**src/rtl/ternary_mvm_engine_pkg.sv**
```systemverilog
// Shared constants, FSM encoding and width helpers for the ternary matrix-vector engine.
package ternary_pkg;

  localparam logic [1:0] W_ZERO = 2'b00;
  localparam logic [1:0] W_POS  = 2'b01;
  localparam logic [1:0] W_NEG  = 2'b11;

  typedef enum logic [1:0] {
    ST_IDLE  = 2'd0,
    ST_LOAD  = 2'd1,
    ST_ACCUM = 2'd2,
    ST_DRAIN = 2'd3
  } state_e;

  // Sum of in_len signed act_w-bit terms of magnitude up to 2^(act_w-1) never overflows this width.
  function automatic int acc_width(input int in_len, input int act_w);
    return act_w + $clog2(in_len) + 1;
  endfunction

  function automatic int cnt_width(input int n);
    return (n > 1) ? $clog2(n) : 1;
  endfunction

endpackage

```
**src/rtl/ternary_mvm_engine_if.sv**
```systemverilog
// Weight, activation and result handshakes plus status flags of the ternary MVM engine.
interface ternary_mvm_engine_if
  import ternary_pkg::*;
#(
  parameter int IN_LEN = 12,
  parameter int ACT_W  = 8
);
  localparam int ACC_W = acc_width(IN_LEN, ACT_W);

  logic                     cfg_load;
  logic                     w_valid;
  logic                     w_ready;
  logic [2*IN_LEN-1:0]      w_data;
  logic                     x_valid;
  logic                     x_ready;
  logic signed [ACT_W-1:0]  x_data;
  logic                     y_valid;
  logic                     y_ready;
  logic signed [ACC_W-1:0]  y_data;
  logic                     y_last;
  logic                     w_loaded;
  logic                     busy;

  modport slave (
    input  cfg_load, w_valid, w_data, x_valid, x_data, y_ready,
    output w_ready, x_ready, y_valid, y_data, y_last, w_loaded, busy
  );

  modport master (
    output cfg_load, w_valid, w_data, x_valid, x_data, y_ready,
    input  w_ready, x_ready, y_valid, y_data, y_last, w_loaded, busy
  );

endinterface

```
**src/rtl/ternary_mvm_engine_row_mac.sv**
```systemverilog
// One weight row: holds its 2-bit codes and accumulates code[idx] * x for each accepted element.
module ternary_row_mac
  import ternary_pkg::*;
#(
  parameter int IN_LEN = 12,
  parameter int ACT_W  = 8,
  parameter int ACC_W  = 13,
  parameter int IW     = 4
) (
  input  logic                    clk,
  input  logic                    rst_n,
  input  logic                    w_we_i,
  input  logic [2*IN_LEN-1:0]     w_row_i,
  input  logic                    x_en_i,
  input  logic [IW-1:0]           idx_i,
  input  logic                    first_i,
  input  logic signed [ACT_W-1:0] x_i,
  output logic signed [ACC_W-1:0] acc_o
);

  logic [2*IN_LEN-1:0]     w_q;
  logic signed [ACC_W-1:0] acc_q, acc_d;
  logic [1:0]              code_s;
  logic signed [ACC_W-1:0] xe_s, term_s;

  // Select the current column's code and form the signed product term.
  always_comb begin
    code_s = w_q[{idx_i, 1'b0} +: 2];
    xe_s   = {{(ACC_W-ACT_W){x_i[ACT_W-1]}}, x_i};
    case (code_s)
      W_POS:   term_s = xe_s;
      W_NEG:   term_s = -xe_s;
      default: term_s = '0;
    endcase
    // The first element overwrites, so a new vector needs no clear cycle.
    if (first_i) begin
      acc_d = term_s;
    end else begin
      acc_d = acc_q + term_s;
    end
  end

  // Weight row register.
  always_ff @(posedge clk or negedge rst_n) begin
    if (!rst_n) begin
      w_q <= '0;
    end else if (w_we_i) begin
      w_q <= w_row_i;
    end
  end

  // Accumulator register.
  always_ff @(posedge clk or negedge rst_n) begin
    if (!rst_n) begin
      acc_q <= '0;
    end else if (x_en_i) begin
      acc_q <= acc_d;
    end
  end

  assign acc_o = acc_q;

endmodule

```
**src/rtl/ternary_mvm_engine.sv**
```systemverilog
// Ternary-weight matrix-vector engine: load OUT_LEN weight rows, stream IN_LEN activations, drain OUT_LEN results.
// Optional macro TERNARY_MVM_RELU_EN clamps negative results to zero on y_data.
module ternary_mvm_engine
  import ternary_pkg::*;
#(
  parameter int IN_LEN  = 12,
  parameter int OUT_LEN = 12,
  parameter int ACT_W   = 8
) (
  input  logic                 clk,
  input  logic                 rst_n,
  ternary_mvm_engine_if.slave  bus
);

  localparam int ACC_W = acc_width(IN_LEN, ACT_W);
  localparam int EW    = cnt_width(IN_LEN);
  localparam int RW    = cnt_width(OUT_LEN);

  localparam logic [1:0] IDLE  = ST_IDLE;
  localparam logic [1:0] LOAD  = ST_LOAD;
  localparam logic [1:0] ACCUM = ST_ACCUM;
  localparam logic [1:0] DRAIN = ST_DRAIN;

  logic [1:0]              state_q, state_d;
  logic [RW-1:0]           row_q, row_d, out_q, out_d;
  logic [EW-1:0]           elem_q, elem_d;
  logic                    w_loaded_q, w_loaded_d;
  logic                    x_hs_s, w_hs_s, first_s;
  logic [EW-1:0]           idx_s;
  logic signed [ACC_W-1:0] acc_s [OUT_LEN];
  logic signed [ACC_W-1:0] y_sel_s;

  assign bus.w_ready  = (state_q == LOAD);
  assign bus.x_ready  = ((state_q == IDLE) && w_loaded_q && !bus.cfg_load) || (state_q == ACCUM);
  assign bus.y_valid  = (state_q == DRAIN);
  assign bus.y_last   = (state_q == DRAIN) && (out_q == RW'(OUT_LEN - 1));
  assign bus.busy     = (state_q != IDLE);
  assign bus.w_loaded = w_loaded_q;

  assign x_hs_s  = bus.x_valid && bus.x_ready;
  assign w_hs_s  = bus.w_valid && bus.w_ready;
  assign first_s = (state_q == IDLE);
  assign idx_s   = first_s ? '0 : elem_q;

  for (genvar r = 0; r < OUT_LEN; r++) begin : g_row
    ternary_row_mac #(
      .IN_LEN (IN_LEN),
      .ACT_W  (ACT_W),
      .ACC_W  (ACC_W),
      .IW     (EW)
    ) u_mac (
      .clk     (clk),
      .rst_n   (rst_n),
      .w_we_i  (w_hs_s && (row_q == RW'(r))),
      .w_row_i (bus.w_data),
      .x_en_i  (x_hs_s),
      .idx_i   (idx_s),
      .first_i (first_s),
      .x_i     (bus.x_data),
      .acc_o   (acc_s[r])
    );
  end

  // Result mux with optional rectification.
  always_comb begin
    y_sel_s = acc_s[out_q];
`ifdef TERNARY_MVM_RELU_EN
    if (y_sel_s[ACC_W-1]) begin
      bus.y_data = '0;
    end else begin
      bus.y_data = y_sel_s;
    end
`else
    bus.y_data = y_sel_s;
`endif
  end

  // Next-state and counter logic.
  always_comb begin
    state_d    = state_q;
    row_d      = row_q;
    out_d      = out_q;
    elem_d     = elem_q;
    w_loaded_d = w_loaded_q;
    case (state_q)
      IDLE: begin
        if (bus.cfg_load) begin
          state_d    = LOAD;
          row_d      = '0;
          w_loaded_d = 1'b0;
        end else if (x_hs_s) begin
          out_d = '0;
          if (IN_LEN == 1) begin
            state_d = DRAIN;
            elem_d  = '0;
          end else begin
            state_d = ACCUM;
            elem_d  = EW'(1);
          end
        end else begin
          state_d = IDLE;
        end
      end
      LOAD: begin
        if (w_hs_s) begin
          if (row_q == RW'(OUT_LEN - 1)) begin
            state_d    = IDLE;
            row_d      = '0;
            w_loaded_d = 1'b1;
          end else begin
            row_d = row_q + RW'(1);
          end
        end else begin
          state_d = LOAD;
        end
      end
      ACCUM: begin
        if (x_hs_s) begin
          if (elem_q == EW'(IN_LEN - 1)) begin
            state_d = DRAIN;
            elem_d  = '0;
          end else begin
            elem_d = elem_q + EW'(1);
          end
        end else begin
          state_d = ACCUM;
        end
      end
      DRAIN: begin
        if (bus.y_ready) begin
          if (out_q == RW'(OUT_LEN - 1)) begin
            state_d = IDLE;
            out_d   = '0;
          end else begin
            out_d = out_q + RW'(1);
          end
        end else begin
          state_d = DRAIN;
        end
      end
      default: begin
        state_d = IDLE;
      end
    endcase
  end

  // Control state registers.
  always_ff @(posedge clk or negedge rst_n) begin
    if (!rst_n) begin
      state_q    <= IDLE;
      row_q      <= '0;
      out_q      <= '0;
      elem_q     <= '0;
      w_loaded_q <= 1'b0;
    end else begin
      state_q    <= state_d;
      row_q      <= row_d;
      out_q      <= out_d;
      elem_q     <= elem_d;
      w_loaded_q <= w_loaded_d;
    end
  end

endmodule

```
**src/flat_wrapper.sv**
```systemverilog
// flat-port wrapper written by rule: the top's interface ports become plain ports
module ternary_mvm_engine_flat import ternary_pkg::*;
#(
  parameter int IN_LEN  = 12,
  parameter int OUT_LEN = 12,
  parameter int ACT_W   = 8
)
  (clk, rst_n, bus_cfg_load, bus_w_valid, bus_w_data, bus_x_valid, bus_x_data, bus_y_ready, bus_w_ready, bus_x_ready, bus_y_valid, bus_y_data, bus_y_last, bus_w_loaded, bus_busy);
  ternary_mvm_engine_if #(.IN_LEN(IN_LEN), .ACT_W(ACT_W)) bus_i ();
  input  logic clk;
  input  logic rst_n;
  input wire logic [$bits(bus_i.cfg_load)-1:0] bus_cfg_load;
  input wire logic [$bits(bus_i.w_valid)-1:0] bus_w_valid;
  input wire logic [$bits(bus_i.w_data)-1:0] bus_w_data;
  input wire logic [$bits(bus_i.x_valid)-1:0] bus_x_valid;
  input wire logic [$bits(bus_i.x_data)-1:0] bus_x_data;
  input wire logic [$bits(bus_i.y_ready)-1:0] bus_y_ready;
  output wire logic [$bits(bus_i.w_ready)-1:0] bus_w_ready;
  output wire logic [$bits(bus_i.x_ready)-1:0] bus_x_ready;
  output wire logic [$bits(bus_i.y_valid)-1:0] bus_y_valid;
  output wire logic [$bits(bus_i.y_data)-1:0] bus_y_data;
  output wire logic [$bits(bus_i.y_last)-1:0] bus_y_last;
  output wire logic [$bits(bus_i.w_loaded)-1:0] bus_w_loaded;
  output wire logic [$bits(bus_i.busy)-1:0] bus_busy;
  assign bus_i.cfg_load = bus_cfg_load;
  assign bus_i.w_valid = bus_w_valid;
  assign bus_i.w_data = bus_w_data;
  assign bus_i.x_valid = bus_x_valid;
  assign bus_i.x_data = bus_x_data;
  assign bus_i.y_ready = bus_y_ready;
  assign bus_w_ready = bus_i.w_ready;
  assign bus_x_ready = bus_i.x_ready;
  assign bus_y_valid = bus_i.y_valid;
  assign bus_y_data = bus_i.y_data;
  assign bus_y_last = bus_i.y_last;
  assign bus_w_loaded = bus_i.w_loaded;
  assign bus_busy = bus_i.busy;
  ternary_mvm_engine #(.IN_LEN(IN_LEN), .OUT_LEN(OUT_LEN), .ACT_W(ACT_W)) u_core (.clk(clk), .rst_n(rst_n), .bus(bus_i));
endmodule
```
**config.mk**
```make
export PLATFORM = sky130hd
export DESIGN_NAME = ternary_mvm_engine_flat
export DESIGN_NICKNAME = d
export VERILOG_FILES = /design/src/rtl/ternary_mvm_engine_pkg.sv /design/src/rtl/ternary_mvm_engine_if.sv /design/src/rtl/ternary_mvm_engine_row_mac.sv /design/src/rtl/ternary_mvm_engine.sv /design/src/flat_wrapper.sv
export SDC_FILE = /design/constraint.sdc
export NUM_CORES = 1
export LEC_CHECK = 0
export CAP_MARGIN = 20
export CORE_MARGIN = 3
export CORE_UTILIZATION = 30
export CTS_CLUSTER_DIAMETER = 200
export CTS_CLUSTER_SIZE = 10
export DETAILED_ROUTE_END_ITERATION = 6
export PLACE_DENSITY = 0.48
export SLEW_MARGIN = 5
export SYNTH_ARGS = -nofsm -noshare
export SYNTH_HDL_FRONTEND = slang
export SYNTH_HIERARCHICAL = 1
export SYNTH_SLANG_ARGS = --single-unit
```
**constraint.sdc**
```tcl
create_clock -name clk -period 7.85 [get_ports clk]
set_clock_uncertainty 0.1 [all_clocks]
set_input_delay 1.1775 -clock clk [delete_from_list [all_inputs] [get_ports clk]]
set_output_delay 1.1775 -clock clk [all_outputs]
set_load 0.05 [all_outputs]
```
; ---- Word level (Yosys, flattened, before mapping)
; Cells that the tools add are included.
[totals]
ff_bits = 459
[op_classes]
n_addsub = 16
magnitude_cmp = 1
eq_ne = 50
shift = 12
mux = 55
n_bitwise = 1
reduce_logical = 30
[ops]
columns = op, count
row1 = one-hot mux 13 bit (2 select lines), 12
row2 = variable part select 24 x 6 -> 2 bit, 12
row3 = 2-to-1 mux 13 bit, 14
row4 = adder 13 bit, 12
row5 = binary-select mux 13 bit (select 4 bit), 1
row6 = 2-to-1 mux 4 bit, 12
row7 = "== test 2 bit, second input constant", 14
row8 = "== test 2 x 1 -> 1 bit, second input constant", 13
row9 = "== test 4 bit, second input constant", 6
row10 = one-hot mux 4 bit (2 select lines), 3
row11 = logical AND 1 bit, 17
row12 = "== test 4 x 3 -> 1 bit, second input constant", 4
row13 = 2-to-1 mux 2 bit, 8
row14 = "!= test 2 bit, second input constant", 7
row15 = negator 8 -> 13 bit, 1
row16 = "adder 4 x 1 -> 4 bit, second input constant", 3
row17 = AND reduction 4 bit, 3
row18 = "== test 4 x 2 -> 1 bit, second input constant", 2
row19 = one-hot mux 2 bit (4 select lines), 1
row20 = nonzero test 2 bit, 4
row21 = "!= test 3 bit, second input constant", 2
row22 = AND reduction 3 bit, 2
row23 = ">= comparator 5 bit, second input constant", 1
row24 = inverter 4 -> 5 bit, 1
row25 = 8 further kinds, 10

; ---- Depth between registers and ports, before layout
; Gate-level depths: netlist of the first run.
[depth]
word_depth = 8
ltp_mapped = 19

; ---- Hierarchy
; The synthesis of the first run kept the hierarchy.
[by_module_without_submodules]
columns = module, n_inst, cells_each, area_per_inst_um2
row1 = ternary_row_mac (u_core.g_row[0].u_mac ...), 8, 227, 2463.6
row2 = ternary_row_mac (u_core.g_row[6].u_mac ...), 4, 228, 2426.1
row3 = ternary_mvm_engine, 1, 246, 2311.0

; ---- Worst setup path after synthesis of the first run
; Ideal clock, no wire load.
[synth_timing]
path_type = reg2reg
from = register u_core.state_q[0]
to = register u_core.g_row[0].u_mac.acc_q[12]
arrival_ps = 6486
required_time_ps = 7616
setup_slack_ps = 1130
path_stages_with_launch = 16
period_less_slack_ps = 6720
cell_sequence = dfrtp_1 -> buf_2 -> nor2_1 -> nor2b_1 -> mux2i_4 -> nor2b_1 -> xnor2_2 -> nor2_1 -> ha_1 -> and2b_1 -> o21a_1 -> a311o_1 -> a311oi_2 -> nand3_1 -> a2111oi_0 -> nor3_1
[synth_between]
elab_chain_cells = 7
elab_cells_between_ends = 13
cone_classes = add/sub (1) / eq/ne (3) / shift (1) / mux (3) / reduce/logical (5)
[synth_rtl]
columns = item, line
row1 = from (decl), ternary_mvm_engine.sv:24  ; logic [1:0] state_q, state_d;
row2 = from (signal assigned), ternary_mvm_engine.sv:156  ; state_q <= state_d;
row3 = zero test 2 bit (*), ternary_mvm_engine.sv:42  ; assign first_s = (state_q == IDLE);
row4 = net u_core.first_s, ternary_mvm_engine.sv:28  ; logic x_hs_s, w_hs_s, first_s;
row5 = 2-to-1 mux 4 bit (*), ternary_mvm_engine.sv:43  ; assign idx_s = first_s ? '0 : elem_q;
row6 = net u_core.idx_s[3], ternary_mvm_engine.sv:29  ; logic [EW-1:0] idx_s;
row7 = variable part select 24 x 6 -> 2 bit (*), ternary_mvm_engine_row_mac.sv:28  ; code_s = w_q[{idx_i, 1'b0} +: 2];
row8 = == test 2 bit or == test 2 x 1 -> 1 bit (tied branches), ternary_mvm_engine_row_mac.sv:30  ; case (code_s)
row9 = one-hot mux 13 bit (2 select lines) (*), ternary_mvm_engine_row_mac.sv:30
row10 = adder 13 bit, ternary_mvm_engine_row_mac.sv:39  ; acc_d = acc_q + term_s;
row11 = 2-to-1 mux 13 bit (*), ternary_mvm_engine_row_mac.sv:36  ; if (first_i) begin
row12 = to (signal assigned), ternary_mvm_engine_row_mac.sv:55  ; acc_q <= '0;
row13 = to (signal assigned), ternary_mvm_engine_row_mac.sv:57  ; acc_q <= acc_d;
row14 = to (decl), ternary_mvm_engine_row_mac.sv:22  ; logic signed [ACC_W-1:0] acc_q, acc_d;
; The timed path passes the listed nets; every way through them passes the cells marked *.
; A chain may end at the register's enable or synchronous reset.

; ---- Worst setup path after layout of the first run
[layout_timing]
from = register u_core.state_q[1]
to = register u_core.g_row[4].u_mac.acc_q[12]
[layout_between]
elab_chain_cells = 7
elab_cells_between_ends = 13
cone_classes = add/sub (1) / eq/ne (3) / shift (1) / mux (3) / reduce/logical (5)
[layout_rtl]
columns = item, line
row1 = zero test 2 bit (*), ternary_mvm_engine.sv:42
row2 = net u_core.first_s, ternary_mvm_engine.sv:28
row3 = 2-to-1 mux 4 bit (*), ternary_mvm_engine.sv:43
row4 = net u_core.idx_s[0], ternary_mvm_engine.sv:29
row5 = variable part select 24 x 6 -> 2 bit (*), ternary_mvm_engine_row_mac.sv:28
row6 = == test 2 bit or == test 2 x 1 -> 1 bit (tied branches), ternary_mvm_engine_row_mac.sv:30
row7 = one-hot mux 13 bit (2 select lines) (*), ternary_mvm_engine_row_mac.sv:30
row8 = adder 13 bit, ternary_mvm_engine_row_mac.sv:39
row9 = 2-to-1 mux 13 bit (*), ternary_mvm_engine_row_mac.sv:36
row10 = to (signal assigned), ternary_mvm_engine_row_mac.sv:55
row11 = to (signal assigned), ternary_mvm_engine_row_mac.sv:57
row12 = to (decl), ternary_mvm_engine_row_mac.sv:22
; Marked as above.

==> impl_metrics.toml, run 1 <==
[run_status]
status = "completed"

[synthesis]
synth_nets = 3186
synth_edf_count = 0
ys_warn_count = 6
netlist_area_sq_um = 31700
postSynth.asyncResetShare = 1.00
synth.avg_cell_area_sq_um = 10.7
ys_seq_area_frac = 0.362
synth.distinct_cells = 62
synth_ff_type = "dfrtp_1"
ys_ff_latch = 459
syn_inst = 2974

[sta]
finalHoldViolCount = 0
worst_pin_slew_ps = 981
rsz0062_at_grt = "false"
slew_viol_final = 0
maxSlewHeadroom = 0.346
fmax_mhz = 176
fin_crit_ps = 5690
period_share = 0.725
setup_violations = 0
fin_tns_setup_ps = 0

[setup_path]
crit_type = "reg2reg"
r2r-start = "u_core/state_q[1]"
reg2reg_depth = 17
worstSetupEndpointType = "flip-flop"
worstPathArrival_ps = 6090
crit_fanout = 16
rr_endpoint = "u_core/g_row[4].u_mac/acc_o[12]"
worstPathRequired_ps = 8240
start_kind = "flip-flop"
reg2reg_slack_ps = 2160

[final_layout]
fillCellCount = 10715
fin_area_sq_um = 35000
fin_nets = 3171
drive_above_1_share = 0.202
area_growth_pct = 10.5
ff_latch_area_sq_um = 11500
layout.cells.non_filler = 4347
multi_input_comb_area_sq_um = 19100

[job]
cap_viol_max_count = 0

[placed_design]
dp_hpwl_mm = 64.9
port_buffers = 56
dp.cells = 4285
place_area_sq_um = 33600
place_congestion = 0.844

[drt]
wl_per_cell_um = 21.7
drc = 0
final_antenna_net_count = 0
dr.pass1.iters = 5
vias_per_cell = 5.35
dr.first_iter.drc_count = 1703
vias = 23257
wl_mm = 94.4

[floorplan]
ioPinCount = 57
start_util = 0.304
rows = 118
fp.dieH_um = 331
die-area_sq_um = 110000
die_x_um = 331
core_sq_um = 104000

[global_route]
grt_pass1_wl_mm = 145
grt_max_degree = 161
antenna_found_initial = 8
grt_usage = 0.171
met2_usage = 0.270
top_usage_layer = "met2"
gr-usage-met3 = 0.0204
overflow = 0
globalRouteMet1Util = 0.250
grt_pass1_vias = 23204

[clock_network]
clk_latency_ps = 640
cts_root_buf = "clkbuf_16"
cts_resized = 0
clkTransAtPathRegs_ps = 60
cts_buffers = 51
cts.path.max_buffers = 3
cts_setup_buffers = 0
cts_tree = "done"
htreeDepth = 2
cts_sinks = 459
postCtsHoldBufs = 0

[power_and_ir_drop]
total_leakage_power_nw = 14.8
vdd_drop_max_uv = 182
powerDensity_nw_per_um2 = 281

[worst_hold_path]
holdPathEnd = "u_core/g_row[10].u_mac/w_q[13]"
min_path_cells = 1
hold_class = "reg2reg"
min_from = "u_core/g_row[10].u_mac/w_q[13]"
==> placed cells by master, fill, tap and decap left out, types with 36 or more instances in the layout <==
master / instances
clkbuf_16: 51
ha_1: 162
nor3_1: 39
a21o_1: 51
nor2_1: 264
a31oi_1: 49
dfrtp_1: 458
xnor2_1: 89
mux4_1: 43
nand2_1: 112
mux2_2: 315
o21ai_0: 117
xor2_1: 84
mux4_2: 55
nand3_1: 47
o221ai_1: 36
a21oi_1: 174
nor2b_1: 83
mux2i_1: 60
clkdlybuf4s50_1: 48
inv_1: 117
==> kinds of logic after synthesis <==
| family | Yosys count | share of synthesized area |
|---|---|---|
| flip-flops | 459 | 0.362 |
| buffers and inverters | 283 | 0.0390 |
| adder cells (fa/ha/maj) | 174 | 0.0715 |
| AND/OR/NAND/NOR | 697 | 0.105 |
| XOR/XNOR | 181 | 0.0519 |
| AO/OA/AOI/OAI | 671 | 0.144 |
| multiplexers | 509 | 0.227 |
==> flip-flops by register name (all words and copies together), names as in the netlist <==
| signal | count |
|---|---|
| u_core/g_row.u_mac/acc_o | 156 |
| u_core/state_q | 2 |
| u_core/row_q | 4 |
| u_core/out_q | 4 |
| u_core/elem_q | 4 |
| u_core/g_row.u_mac/w_q | 288 |
| u_core/bus.w_loaded | 1 |
==> critical path, stage by stage (launching register included) <==
cell	delay (ps)
dfrtp_1	580
nor2_4	140
nor2b_4	510
buf_4	330
mux4_1	580
mux2i_1	310
o21a_1	610
nor2_1	130
ha_1	230
inv_1	70
fa_1	180
and2b_1	200
o21a_1	190
a311o_1	430
a311oi_2	350
nand3_1	120
a2111oi_0	410
nor3_1	80
==> routing by layer <==
metal / wire [um] / vias up
met1: 46600 / 11811
met4: 1760 / 4
met2: 42200 / 428
met3: 3800 / 90
met5: 27 / -
li1: - / 10924
==> synthesized netlist by cell type, types with 16 or more instances <==
cell | number | share of area
mux2i_1 | 60 | 0.019
mux2_2 | 315 | 0.11
a311oi_1 | 24 | 0.0066
mux4_1 | 43 | 0.036
dfrtp_1 | 459 | 0.36
mux4_2 | 55 | 0.039
inv_1 | 118 | 0.014
nor2_1 | 273 | 0.032
xor2_1 | 84 | 0.023
ha_1 | 162 | 0.064
o21a_1 | 24 | 0.0057
and3_1 | 24 | 0.0047
buf_2 | 22 | 0.0035
nand2b_1 | 35 | 0.0069
mux2i_4 | 20 | 0.014
o221ai_1 | 36 | 0.0099
nor3_1 | 43 | 0.0068
nand3_1 | 47 | 0.0074
clkbuf_1 | 116 | 0.014
nand2_1 | 112 | 0.013
mux2i_2 | 16 | 0.0069
o31ai_1 | 24 | 0.0057
a31oi_1 | 49 | 0.0097
a21o_1 | 51 | 0.012
o21ai_0 | 117 | 0.018
xnor2_1 | 89 | 0.025
nor2b_1 | 87 | 0.017
a21oi_1 | 174 | 0.027
==> power breakdown <==
| group | total [mW] | switching [mW] | internal (mW) |
|---|---|---|---|
| Sequential | 3.56 | 0.454 | 3.10 |
| Combinational | 4.10 | 2.19 | 1.91 |
| Clock | 2.18 | 1.02 | 1.16 |
| Total | 9.84 | 3.67 | 6.17 |
==> how the worst max path moves through the flow <==
stage / depth (start not counted) / slack (ps) / to / from
floorplan: 15 / 1130 / u_core/g_row[0].u_mac/acc_o[12] / u_core/state_q[0]
global placement: 17 / 2120 / u_core/g_row[4].u_mac/acc_o[12] / u_core/state_q[1]
detailed placement: 17 / 2040 / u_core/g_row[4].u_mac/acc_o[12] / u_core/state_q[0]
CTS: 17 / 2010 / u_core/g_row[4].u_mac/acc_o[12] / u_core/state_q[1]
global route: 17 / 1670 / u_core/g_row[2].u_mac/acc_o[12] / u_core/state_q[1]
finish: 17 / 2160 / u_core/g_row[4].u_mac/acc_o[12] / u_core/state_q[1]
==> final cells by class <==
type,count,share of cell area
clock inverters,3,0.00257
multi-input cells,2232,0.545
diodes,5,0.000357
inverters,118,0.0127
well taps,1380,0.0493
repair buffers,97,0.0261
clock buffers,53,0.0366
flip-flops and latches,459,0.328
==> stage by stage <==
step	total power, mW	setup WS (ps)	utilization	hold WS, ps
3_5_place_dp	7.71	2040	0.323	387
4_1_cts	9.94	2010	0.336	400
3_3_place_gp	7.67	2120	0.323	381
2_1_floorplan	6.62	1130	-	372
6_report	9.84	2160	0.336	396
5_1_grt	10.5	1670	0.336	406
Note: power is estimated with default switching activity, not from simulation.
==> run 2, diff against run 1 <==
- clock period: 7.85 -> 5.6 ns (I/O delays scaled with it)
==> run 2 against run 1 <==
Net effect:
- design area is 0.74% higher
- flip-flop and latch count unchanged
- wire length is 0.83% higher
- global-route usage grew 0.12 points
- total power increased by 41%
- count of clock-buffer cells in the layout is the same
- first-iteration DRC count up 6.3%
- sequential power rose by 40%
- clock power rose by 40%
- core utilization grew 0.25 points
- die area unchanged
- register-to-register slack worse by 1500 ps
- critical endpoint is now u_core/g_row[3].u_mac/acc_o[12]
- largest cell class unchanged
==> impl_metrics.toml, run 2 (synthesis results as in run 1) <==
[drt]
wl_per_cell_um = 21.8
dr.first_iter.drc_count = 1810
wl_mm = 95.2
drc = 0
topRoutingLayerUsed = "met4"
detailroute.wirelength.met3_mm = 3.89
drt-met1-wl_mm = 47.3
dr.pass1.iters = 7
wl_met2_mm = 42.6
vias = 23361
final_antenna_net_count = 0
vias_per_cell = 5.35

[setup_path]
worstSetupEndpointType = "flip-flop"
crit_fanout = 40
path_cells = "nor2_4, nor2b_4, buf_12, mux4_1, mux2i_1, o21a_1, buf_4, nor2_1, ha_1, and2b_1, o21a_1, a311o_1, a311oi_2, nand3_1, a2111oi_0, nor3_1"
crit_top_cell = "o21a_1"
worstPathRequired_ps = 5960
cp_slowest_cell = "mux4_1"
reg2reg_slack_ps = 670
worstPathArrival_ps = 5300
r2r-start = "u_core/state_q[1]"
start_kind = "flip-flop"
crit_type = "reg2reg"
rr_endpoint = "u_core/g_row[3].u_mac/acc_o[12]"
max_stage_delay_ps = 610
reg2reg_depth = 16

[final_layout]
layout.cells.non_filler = 4370
drive_above_1_share = 0.209
area_growth_pct = 11.3
layout_common_cells = "458 x dfrtp_1, 315 x mux2_2, 264 x nor2_1"
layout_commonest_cell = "dfrtp_1"
final_util = 0.339
fillCellCount = 10584
fin_nets = 3196
regMostFlops = "u_core/g_row.u_mac/w_q"
largest_register_ffs = 288

[global_route]
grt_usage = 0.172
antenna_found_initial = 2
overflow = 0
grt_pass1_wl_mm = 146
grt_pass1_vias = 23380
grt_max_degree = 112

[sta]
fin_hold_ws_ps = 64.6
fin_tns_setup_ps = 0
worst_pin_slew_ps = 1000
setup_violations = 0
finalHoldViolCount = 0
rsz0062_at_grt = "false"
fmax_mhz = 203
slew_viol_final = 0
period_share = 0.881
layout_setup_ws_ps = 665
maxSlewHeadroom = 0.330
fin_crit_ps = 4930

[clock_network]
clkTransAtPathRegs_ps = 70
cts.path.max_buffers = 3
htreeDepth = 2
cts_root_buf = "clkbuf_16"
cts_resized = 0
cts_sinks = 459
cts_buffers = 51
postCtsHoldBufs = 0
cts_setup_buffers = 0
cts_tree = "done"
clk_latency_ps = 630

[power_and_ir_drop]
powerDensity_nw_per_um2 = 393
p_switching_mw = 5.15
swShare = 0.371
clkPwrFrac = 0.220
vdd_drop_max_uv = 248
cell_internal_pwr_mw = 8.71
total_leakage_power_nw = 14.9
seq_power_share = 0.359
power_frac_comb = 0.421

[floorplan]
ioPinCount = 57
rows = 118
core_sq_um = 104000
start_util = 0.304
die_x_um = 331
die-area_sq_um = 110000
fp.dieH_um = 331

[placed_design]
place_congestion = 0.865
port_buffers = 56
dp.cells = 4310
dp_hpwl_mm = 65.9
pre_cts_ws_ps = 582

[job]
cap_viol_max_count = 0

[run_status]
status = "completed"

[worst_hold_path]
hold_class = "in2async"
run 2: cell count changes in the layout (fill, tap and decap cells not counted):
cell,before,now
buf_12,6,11
nor2_2,19,18
buf_8,1,2
diode_2,5,3
nor2_4,2,3
buf_4,35,54
run 2: worst max-delay path by stage:
stage,startpoint,endpoint,slack [ps],cells past startpoint
after floorplan,u_core/state_q[0],u_core/g_row[0].u_mac/acc_o[12],110,15
after CTS,u_core/state_q[1],u_core/g_row[3].u_mac/acc_o[12],620,16
after global routing,u_core/state_q[1],u_core/g_row[3].u_mac/acc_o[12],120,17
final,u_core/state_q[1],u_core/g_row[3].u_mac/acc_o[12],670,16
after detailed placement,bus_x_data[0],u_core/g_row[1].u_mac/acc_o[12],580,15
after global placement,bus_x_data[0],u_core/g_row[6].u_mac/acc_o[12],600,15
run 2: final cells by class:
type                       instances  area (sq um)  area share
timing repair buffer             122          1170      0.0332
inverter                         118           445      0.0126
clock inverter                     3          90.1     0.00255
clock buffer                      53          1280      0.0364
tap                             1380          1730      0.0489
sequential                       459         11500       0.325
antenna                            3          7.51    0.000213
multi-input combinational       2232         19100       0.541
run 2: worst max-delay path, delay by kind of cell (launching register included):
kind	cells	cell delay [ps]
buffers and inverters	2	580
adder cells (fa/ha/maj)	1	310
AO/OA/AOI/OAI	5	1890
flip-flops	1	380
AND/OR/NAND/NOR	6	690
multiplexers	2	780
run 2: metrics by stage:
step / total power, mW / area, sq um
floorplan: 9.27 / 31700
global placement: 10.8 / 33900
detailed placement: 10.9 / 33900
CTS: 14.0 / 35300
global route: 14.8 / 35300
finish: 13.9 / 35300
run 2: power by group through the flow:
stage	combinational, mW	sequential, mW	clock, mW
detailed placement	5.83	5.03	0
global placement	5.80	5.02	0
floorplan	4.52	4.75	0
global route	6.41	5.12	3.30
CTS	5.85	4.98	3.17
finish	5.84	4.97	3.05
run 2: per-layer routing:
layer,GRT usage,up-vias
li1,-,10983
met4,0.0292,0
met1,0.256,11844
met2,0.271,452
met5,0,-
met3,0.0206,82
==> run 3, diff against run 2 <==
--- a/config.mk
+++ b/config.mk
@@ -9,4 +9,5 @@
 export CORE_MARGIN = 3
 export CORE_UTILIZATION = 30
+export CTS_BUF_LIST = sky130_fd_sc_hd__clkbuf_4
 export CTS_CLUSTER_DIAMETER = 200
 export CTS_CLUSTER_SIZE = 10
==> constraint.sdc (replaced) <==
create_clock -name clk -period 5.6 [get_ports clk]
set_clock_uncertainty 0.1 [all_clocks]
set_input_delay 0.56 -clock clk [delete_from_list [all_inputs] [get_ports clk]]
set_output_delay 0.56 -clock clk [all_outputs]
set_load 0.05 [all_outputs]
==> run 3 against run 2 <==
Net effect:
- count of clock-buffer cells in the layout did not move
- sequential share of layout area rose by 1.0 points
- hold slack improved by 85 ps
- non-clock buffer count fell by 5
- register-to-register slack improved by 30 ps
- combinational power barely moved
- setup slack improved by 32 ps
- critical path depth did not move
- wire length fell by 0.68%
- total power fell by 10%
- sequential power barely moved
- highest routed layer is now met5
==> impl_metrics.toml, run 3 (synthesis results as in run 1) <==
[setup_path]
crit_fanout = 37
critPathTopFamily = "compound AO/OA/AOI/OAI gates"
reg2reg_depth = 16
crit_type = "reg2reg"
rr_endpoint = "u_core/g_row[4].u_mac/acc_o[12]"
start_kind = "flip-flop"
max_stage_delay_ps = 600
path_cells = "nor2_4, nor2b_4, buf_12, mux4_1, mux2i_1, o21a_1, buf_4, nor2_1, ha_1, and2b_1, o21a_1, a311o_1, a311oi_2, nand3_1, a2111oi_0, nor3_1"
cp_slowest_cell = "mux4_1"
worstPathRequired_ps = 6270
crit_top_cell = "o21a_1"
reg2reg_slack_ps = 700
worstSetupEndpointType = "flip-flop"
r2r-start = "u_core/state_q[1]"
worstPathArrival_ps = 5570
crit_buf_inv = 2

[final_layout]
regMostFlops = "u_core/g_row.u_mac/w_q"
largest_register_ffs = 288
area_growth_pct = 7.96
fin_nets = 3191
drive_above_1_share = 0.208
fillCellCount = 10706
layout.cells.non_filler = 4364
final_util = 0.329
layout_common_cells = "458 x dfrtp_1, 315 x mux2_2, 264 x nor2_1"
layout_commonest_cell = "dfrtp_1"

[drt]
dr.pass1.iters = 5
final_antenna_net_count = 0
wl_per_cell_um = 21.7
wl_met2_mm = 41.7
topRoutingLayerUsed = "met5"
detailroute.wirelength.met3_mm = 4.30
vias = 23273
vias_per_cell = 5.33
wl_mm = 94.5
drt-met1-wl_mm = 46.8
drc = 0
dr.first_iter.drc_count = 1548

[placed_design]
port_buffers = 56
dp_hpwl_mm = 65.8
dp.cells = 4305
place_congestion = 0.845

[floorplan]
die_x_um = 331
rows = 118
ioPinCount = 57
fp.dieH_um = 331
core_sq_um = 104000
die-area_sq_um = 110000
start_util = 0.304

[clock_network]
cts_root_buf = "clkbuf_4"
clkTransAtPathRegs_ps = 140
cts_setup_buffers = 0
htreeDepth = 2
cts.path.max_buffers = 3
cts_resized = 0
cts_tree = "done"
cts_buffers = 51
postCtsHoldBufs = 1
cts_sinks = 459
clk_latency_ps = 890

[global_route]
overflow = 0
antenna_found_initial = 4
grt_pass1_vias = 23207
grt_usage = 0.171
grt_max_degree = 137
grt_pass1_wl_mm = 144

[worst_hold_path]
hold_class = "in2async"

[sta]
finalHoldViolCount = 0
slew_viol_final = 0
rsz0062_at_grt = "false"
fin_crit_ps = 4900
fin_tns_setup_ps = 0
worst_pin_slew_ps = 1090
setup_violations = 0
maxSlewHeadroom = 0.274
fmax_mhz = 204
period_share = 0.875

[power_and_ir_drop]
total_leakage_power_nw = 14.5
powerDensity_nw_per_um2 = 363
vdd_drop_max_uv = 156

[run_status]
status = "completed"

[job]
cap_viol_max_count = 0
## run 3: changes by cell type in the layout (fill, tap and decap cells not counted), sizes merged
cell	previous run	this run
dlygate4sd3	0	1
diode	3	2
buf	74	68
clkinv	3	1
inv	118	120
## run 3: how the worst max path moves through the flow
stage | from | to | slack, ps | cells past startpoint
final | u_core/state_q[1] | u_core/g_row[4].u_mac/acc_o[12] | 700 | 16
after global routing | u_core/state_q[1] | u_core/g_row[1].u_mac/acc_o[12] | 320 | 18
after CTS | u_core/out_q[0] | bus_y_last | 670 | 5
after detailed placement | u_core/state_q[1] | u_core/g_row[6].u_mac/acc_o[12] | 670 | 16
after global placement | u_core/state_q[1] | u_core/g_row[5].u_mac/acc_o[12] | 730 | 17
after floorplan | u_core/state_q[0] | u_core/g_row[0].u_mac/acc_o[12] | 110 | 15
## run 3: where the power goes
part | switching (mW) | total (mW) | internal [mW]
Clock | 1.21 | 1.65 | 0.443
Sequential | 0.630 | 4.96 | 4.33
Combinational | 3.08 | 5.82 | 2.73
## run 3: final cells by class
class	count	area, sq um	area share
Multi-Input combinational cell	2232	19100	0.557
Sequential cell	459	11500	0.335
Tap cell	1380	1730	0.0504
Timing Repair Buffer	117	1080	0.0315
Inverter	118	445	0.0130
Clock buffer	53	398	0.0116
Clock inverter	3	26.3	0.000767
Antenna cell	2	5.00	0.000146
## run 3: metal layers
| layer | GRT usage | vias to the layer above |
|---|---|---|
| met2 | 0.264 | 511 |
| met3 | 0.0214 | 97 |
| met4 | 0.0327 | 2 |
| li1 | - | 10957 |
| met5 | 0 | - |
| met1 | 0.255 | 11706 |
## run 3: worst register-to-register path: cells and delay by family (launching register included)
kind	cells	cell delay [ps]
AOI/OAI and AO/OA	5	1750
adders and majority gates	1	310
buffers and inverters	2	610
DFF	1	400
muxes	2	910
and+or+nand+nor	6	730
## run 3: through the flow
stage               total power [mW]  setup slack (ps)  hold WS (ps)  area [sq um]
detailed placement              10.9               674           387         33800
finish                          12.4               698           149         34300
CTS                             12.6               670           136         34200
global placement                10.8               731           381         33800
floorplan                       9.27               113           164         31700
global route                    13.4               324           177         34300
